## config.mk

```make
export PLATFORM = sky130hd
export DESIGN_NAME = multi_gate_occupancy_counter
export DESIGN_NICKNAME = d
export VERILOG_FILES = /design/src/rtl/multi_gate_occupancy_counter.sv
export SDC_FILE = /design/constraint.sdc
export NUM_CORES = 1
export LEC_CHECK = 0
export ABC_AREA = 1
export BUFFER_PORTS_ARGS = -buffer_cell sky130_fd_sc_hd__buf_2
export CAP_MARGIN = 20
export CORE_MARGIN = 5
export CORE_UTILIZATION = 30
export DETAILED_ROUTE_END_ITERATION = 8
export HOLD_SLACK_MARGIN = 0.15
export SYNTH_ARGS = -nofsm -noshare
export SYNTH_HDL_FRONTEND = slang
export SYNTH_SLANG_ARGS = --single-unit
```

## constraint.sdc

```tcl
create_clock -name clk -period 2.7 [get_ports clk]
set_clock_uncertainty 0.05 [all_clocks]
set_input_delay 0.135 -clock clk [delete_from_list [all_inputs] [get_ports clk]]
set_output_delay 0.135 -clock clk [all_outputs]
set_load 0.01 [all_outputs]
```

## src/rtl/multi_gate_occupancy_counter.sv

```systemverilog
// ============================================================================
// Module  : multi_gate_occupancy_counter
// Brief   : Per-gate two-beam direction FSMs feeding one saturating occupancy
//           count with full/empty flags, preset load and ovf/unf pulses.
// Rev     : 1.0  initial release
// ============================================================================
`default_nettype none

module multi_gate_occupancy_counter #(
  parameter int               GATES    = 2,
  parameter int               CAP      = 200,
  parameter int               CNT_BITS = 8,
  parameter logic [GATES-1:0] GATE_DIR = '0
) (
  input  logic                clk,
  input  logic                reset,
  input  logic [GATES-1:0]    sensor_a,
  input  logic [GATES-1:0]    sensor_b,
  input  logic                load,
  input  logic [CNT_BITS-1:0] load_val,
  output logic [CNT_BITS-1:0] count,
  output logic                full,
  output logic                empty,
  output logic [GATES-1:0]    enter_pulse,
  output logic [GATES-1:0]    exit_pulse,
  output logic                ovf,
  output logic                unf
);

  localparam int                     RAW_W = CNT_BITS + $clog2(GATES) + 2;
  localparam logic [CNT_BITS-1:0]    CAP_C = CNT_BITS'(CAP);
  localparam logic signed [RAW_W-1:0] CAP_S = RAW_W'(CAP);

  typedef enum logic [2:0] {
    IDLE = 3'd0,
    E1   = 3'd1,
    E2   = 3'd2,
    E3   = 3'd3,
    X1   = 3'd4,
    X2   = 3'd5,
    X3   = 3'd6
  } gate_state_t;

  for (genvar g = 0; g < GATES; g++) begin : g_gate
    gate_state_t state;
    gate_state_t state_nxt;
    logic [1:0]  p;
    logic        ent_nxt;
    logic        ext_nxt;
    logic        ent_q;
    logic        ext_q;

    // Swapped gates see the inner beam as the outer one.
    assign p = GATE_DIR[g] ? {sensor_b[g], sensor_a[g]} : {sensor_a[g], sensor_b[g]};

    always_ff @(posedge clk) begin
      if (reset) begin
        state <= IDLE;
        ent_q <= 1'b0;
        ext_q <= 1'b0;
      end else begin
        state <= state_nxt;
        ent_q <= ent_nxt;
        ext_q <= ext_nxt;
      end
    end

    always_comb begin
      state_nxt = IDLE;
      ent_nxt   = 1'b0;
      ext_nxt   = 1'b0;
      case (state)
        IDLE: state_nxt = (p == 2'b10) ? E1 : (p == 2'b01) ? X1 : IDLE;
        E1:   state_nxt = (p == 2'b10) ? E1 : (p == 2'b11) ? E2 : IDLE;
        X1:   state_nxt = (p == 2'b01) ? X1 : (p == 2'b11) ? X2 : IDLE;
        E2:   state_nxt = (p == 2'b11) ? E2 : (p == 2'b01) ? E3 : (p == 2'b10) ? E1 : IDLE;
        X2:   state_nxt = (p == 2'b11) ? X2 : (p == 2'b10) ? X3 : (p == 2'b01) ? X1 : IDLE;
        E3: begin
          state_nxt = (p == 2'b01) ? E3 : (p == 2'b11) ? E2 : IDLE;
          ent_nxt   = (p == 2'b00);
        end
        X3: begin
          state_nxt = (p == 2'b10) ? X3 : (p == 2'b11) ? X2 : IDLE;
          ext_nxt   = (p == 2'b00);
        end
        default: state_nxt = IDLE;
      endcase
    end

    assign enter_pulse[g] = ent_q;
    assign exit_pulse[g]  = ext_q;
  end

  logic [RAW_W-1:0]        e_sum;
  logic [RAW_W-1:0]        x_sum;
  logic signed [RAW_W-1:0] raw;

  // Entries and exits net out before clamping, so gate ordering never matters.
  always_comb begin
    e_sum = '0;
    x_sum = '0;
    for (int i = 0; i < GATES; i++) begin
      e_sum = e_sum + RAW_W'(enter_pulse[i]);
      x_sum = x_sum + RAW_W'(exit_pulse[i]);
    end
    raw = $signed({{(RAW_W-CNT_BITS){1'b0}}, count}) + $signed(e_sum) - $signed(x_sum);
  end

  always_ff @(posedge clk) begin
    if (reset) begin
      count <= '0;
      ovf   <= 1'b0;
      unf   <= 1'b0;
    end else if (load) begin
      count <= (load_val > CAP_C) ? CAP_C : load_val;
      ovf   <= 1'b0;
      unf   <= 1'b0;
    end else if (raw > CAP_S) begin
      count <= CAP_C;
      ovf   <= 1'b1;
      unf   <= 1'b0;
    end else if (raw[RAW_W-1]) begin
      count <= '0;
      ovf   <= 1'b0;
      unf   <= 1'b1;
    end else begin
      count <= raw[CNT_BITS-1:0];
      ovf   <= 1'b0;
      unf   <= 1'b0;
    end
  end

  assign full  = (count == CAP_C);
  assign empty = (count == '0);

endmodule

`default_nettype wire

```

==> flow_summary.toml <==
[clock_tree]
htreeDepth = 1
cts-buffers-inserted = 3
cts-root-buf = "clkbuf_8"
ctsLongestPathBuffers = 2
tritoncts = "built"
clock_sinks = 20
clk_pin_slew_worst_paths_ns = 0.07
clk_latency_ns = 0.26

[job]
maxCapViolCount = 0

[min_path]
hold_depth = 2
hold_path.class = "in2reg"
worstHoldStart = "reset"

[setup_path]
path_buf_inv = 4
path_delay_family = "adder cells"
worst-path-stages = 13
r2r_start = "g_gate[0].ext_q"
reg2reg_depth = 13
worstSetupStartpoint = "g_gate[0].ext_q"
worstPathRequired_ns = 2.84
cp-end-kind = "flip-flop"
slowest_stage = "fa_1"
crit_type = "reg2reg"
cpPeakStageDelay_ns = 0.49
cp_cell_sequence = "inv_2 > fa_1 > inv_1 > fa_2 > inv_2 > ha_4 > fa_2 > o31ai_2 > nand3_2 > nand3_4 > nand2_4 > buf_12 > o21ai_4"
start_kind = "flip-flop"
crit_path_max_fanout = 5
crit_arrival_ns = 2.94

[drt]
drc = 0
viasPerCell = 4.49
drt-total-wl_microns = 4140
wl_per_cell_microns = 11.3
drtPass1Iterations = 4
drtIter0Drc = 77
vias = 1654
postRouteAntennaNets = 0

[synthesis]
yosys-mux-area-fraction = 0
synth_adder_area_share = 0.223
yosysTopAreaCell = "dfxtp_1"
ys_types = 31
yosys_warnings = 0
synth_nets = 291
async_flop_share = 0
synth_top_family_by_area = "simple AND/OR/NAND/NOR gates"
ys.flop_type = "dfxtp_1"
synth_edf_count = 0
synth_seq_cells = 20
avgSynthCellArea_sq_um = 6.99
synth_seq_area_share = 0.232
netlist_instances = 247
synth_top_cell_area_share = 0.232
synth-compound-area-share = 0.112
synthXorXnorAreaFrac = 0.00507
yosys.area_share.simple = 0.284
synth_area_sq_um = 1730
synth_area_leaders = "dfxtp_1, ha_1, inv_1, nand2_1, nand3_1"

[global_routing]
grt_pass1_vias = 1572
grt.total_usage = 0.110
grt_overflow_total = 0
grt_pass1_wl_microns = 6700
antenna_found_initial = 0
grt_max_degree = 12

[placed_design]
placed_area_sq_um = 1990
dp_hpwl_microns = 3370
gp_routability_congestion = 0.872
place.port_buffers = 30

[die]
rows = 27
die_y_microns = 85.9
ios = 31
die_x_microns = 85.9
initial_utilization = 0.312
coreArea_sq_um = 5540
dieArea_sq_um = 7370

[timing]
finalSetupViolCount = 6
final.period_utilization = 1.04
hold_violations = 0
tns_ns = -0.327
max_freq_ghz = 0.356
relSlewSlack = 0.717
slew_viol_final = 0
worstMarginPinSlew_ns = 0.423
min_period_ns = 2.81
fin_ws_ns = -0.106
rsz0062_at_grt = "yes"

[pwr]
p_per_area_nw_per_um2 = 785
leakagePower_nw = 1.14
irDropWorstVdd_mv = 0.456
finalPower_mw = 1.78

[status]
status = "complete, but fails checks"
violations = "negative setup slack"

[cells_and_area]
drive_gt1_frac = 0.264
diodes = 0
syn_to_final_growth_pct = 31.4
design_area_sq_um = 2270
nNetsFinal = 341
## what timing repair did
item                                    in CTS  in global routing
resized for setup                           11                 12
hold buffers                                 8                  0
pin swaps                                    5                  3
setup buffers                                2                  3
endpoints found under the setup margin       9                  9
hold endpoints to repair                     9                  0
## final cells by class
class | count | area (sq um)
Clock buffer | 4 | 55.1
Fill cell | 570 | 3270
Inverter | 57 | 214
Multi-Input combinational cell | 165 | 1170
Sequential cell | 20 | 403
Tap cell | 72 | 90.1
Timing Repair Buffer | 50 | 333
## cell families (layout without fill, tap and decap cells)
kind of cell,Yosys count,after routing
buf+inv,62,111
simple gates,104,104
xor+xnor,1,1
flops,20,20
compound gates,31,31
fa+ha+maj,29,29
## worst register-to-register path: cells and delay by family (launching register included)
family                     cells  cell delay (ns)
AOI/OAI and AO/OA              2             0.34
buffers and inverters          4             0.31
adders and majority gates      4             1.41
and+or+nand+nor                3             0.30
DFF                            1             0.34
## flip-flops by register name (all words and copies together) (netlist names)
signal,cells
g_gate.state,6
ovf,1
count,8
g_gate.ext_q,2
g_gate.ent_q,2
unf,1
## path summary, 6_finish.rpt
kind / to / slack [ns]
min: g_gate[0].state[2] / 0.16
max: count[2] / -0.11
max reg2reg: count[2] / -0.11
min reg2reg: g_gate[1].ext_q / 0.53
## metal layers
layer / vias up / global-route usage / part of all wire
met5: - / 0 / 0
met4: 0 / 0.0388 / 0.015
met3: 8 / 0.0173 / 0.044
met2: 32 / 0.205 / 0.51
met1: 741 / 0.126 / 0.43
li1: 873 / - / -
## Yosys cell counts, types with 2 or more instances
library cell / instances
fa_1: 3
o21ai_1: 5
a21oi_1: 5
nor2_1: 19
o21ai_2: 2
ha_1: 26
buf_4: 4
a31oi_1: 4
a211oi_1: 2
dfxtp_1: 20
o21ai_0: 6
o31ai_1: 2
inv_1: 55
inv_2: 2
nand3_2: 3
nand2_1: 43
nand3_1: 24
nor3_1: 8
nor2_2: 2
## cell usage in the layout, fill, tap and decap left out, types with 4 or more instances in the layout
master / count
a21oi_1: 5
a31oi_1: 4
buf_2: 30
buf_4: 11
clkbuf_8: 4
dfxtp_1: 18
dlygate4sd3_1: 8
ha_1: 25
inv_1: 53
inv_2: 4
nand2_1: 40
nand2_2: 4
nand3_1: 23
nor2_1: 18
nor3_1: 8
o21ai_0: 6
o21ai_2: 4
## through the flow
step            util  hold WS, ns  setup WS, ns  cells
4_1_cts        0.393        0.157       -0.0426    365
6_report       0.409        0.165        -0.106    368
3_3_place_gp   0.358        0.287       -0.0769    351
3_5_place_dp   0.358        0.287        -0.176    351
2_1_floorplan      -        0.163        0.0189    247
5_1_grt        0.409        0.183        -0.187    368
## report_power, final
part | total [mW] | switching, mW | internal (mW)
clock network | 0.232 | 0.103 | 0.130
logic | 1.18 | 0.686 | 0.494
registers | 0.368 | 0.0315 | 0.337
total | 1.78 | 0.820 | 0.960
(Power assumes the default switching activity.)
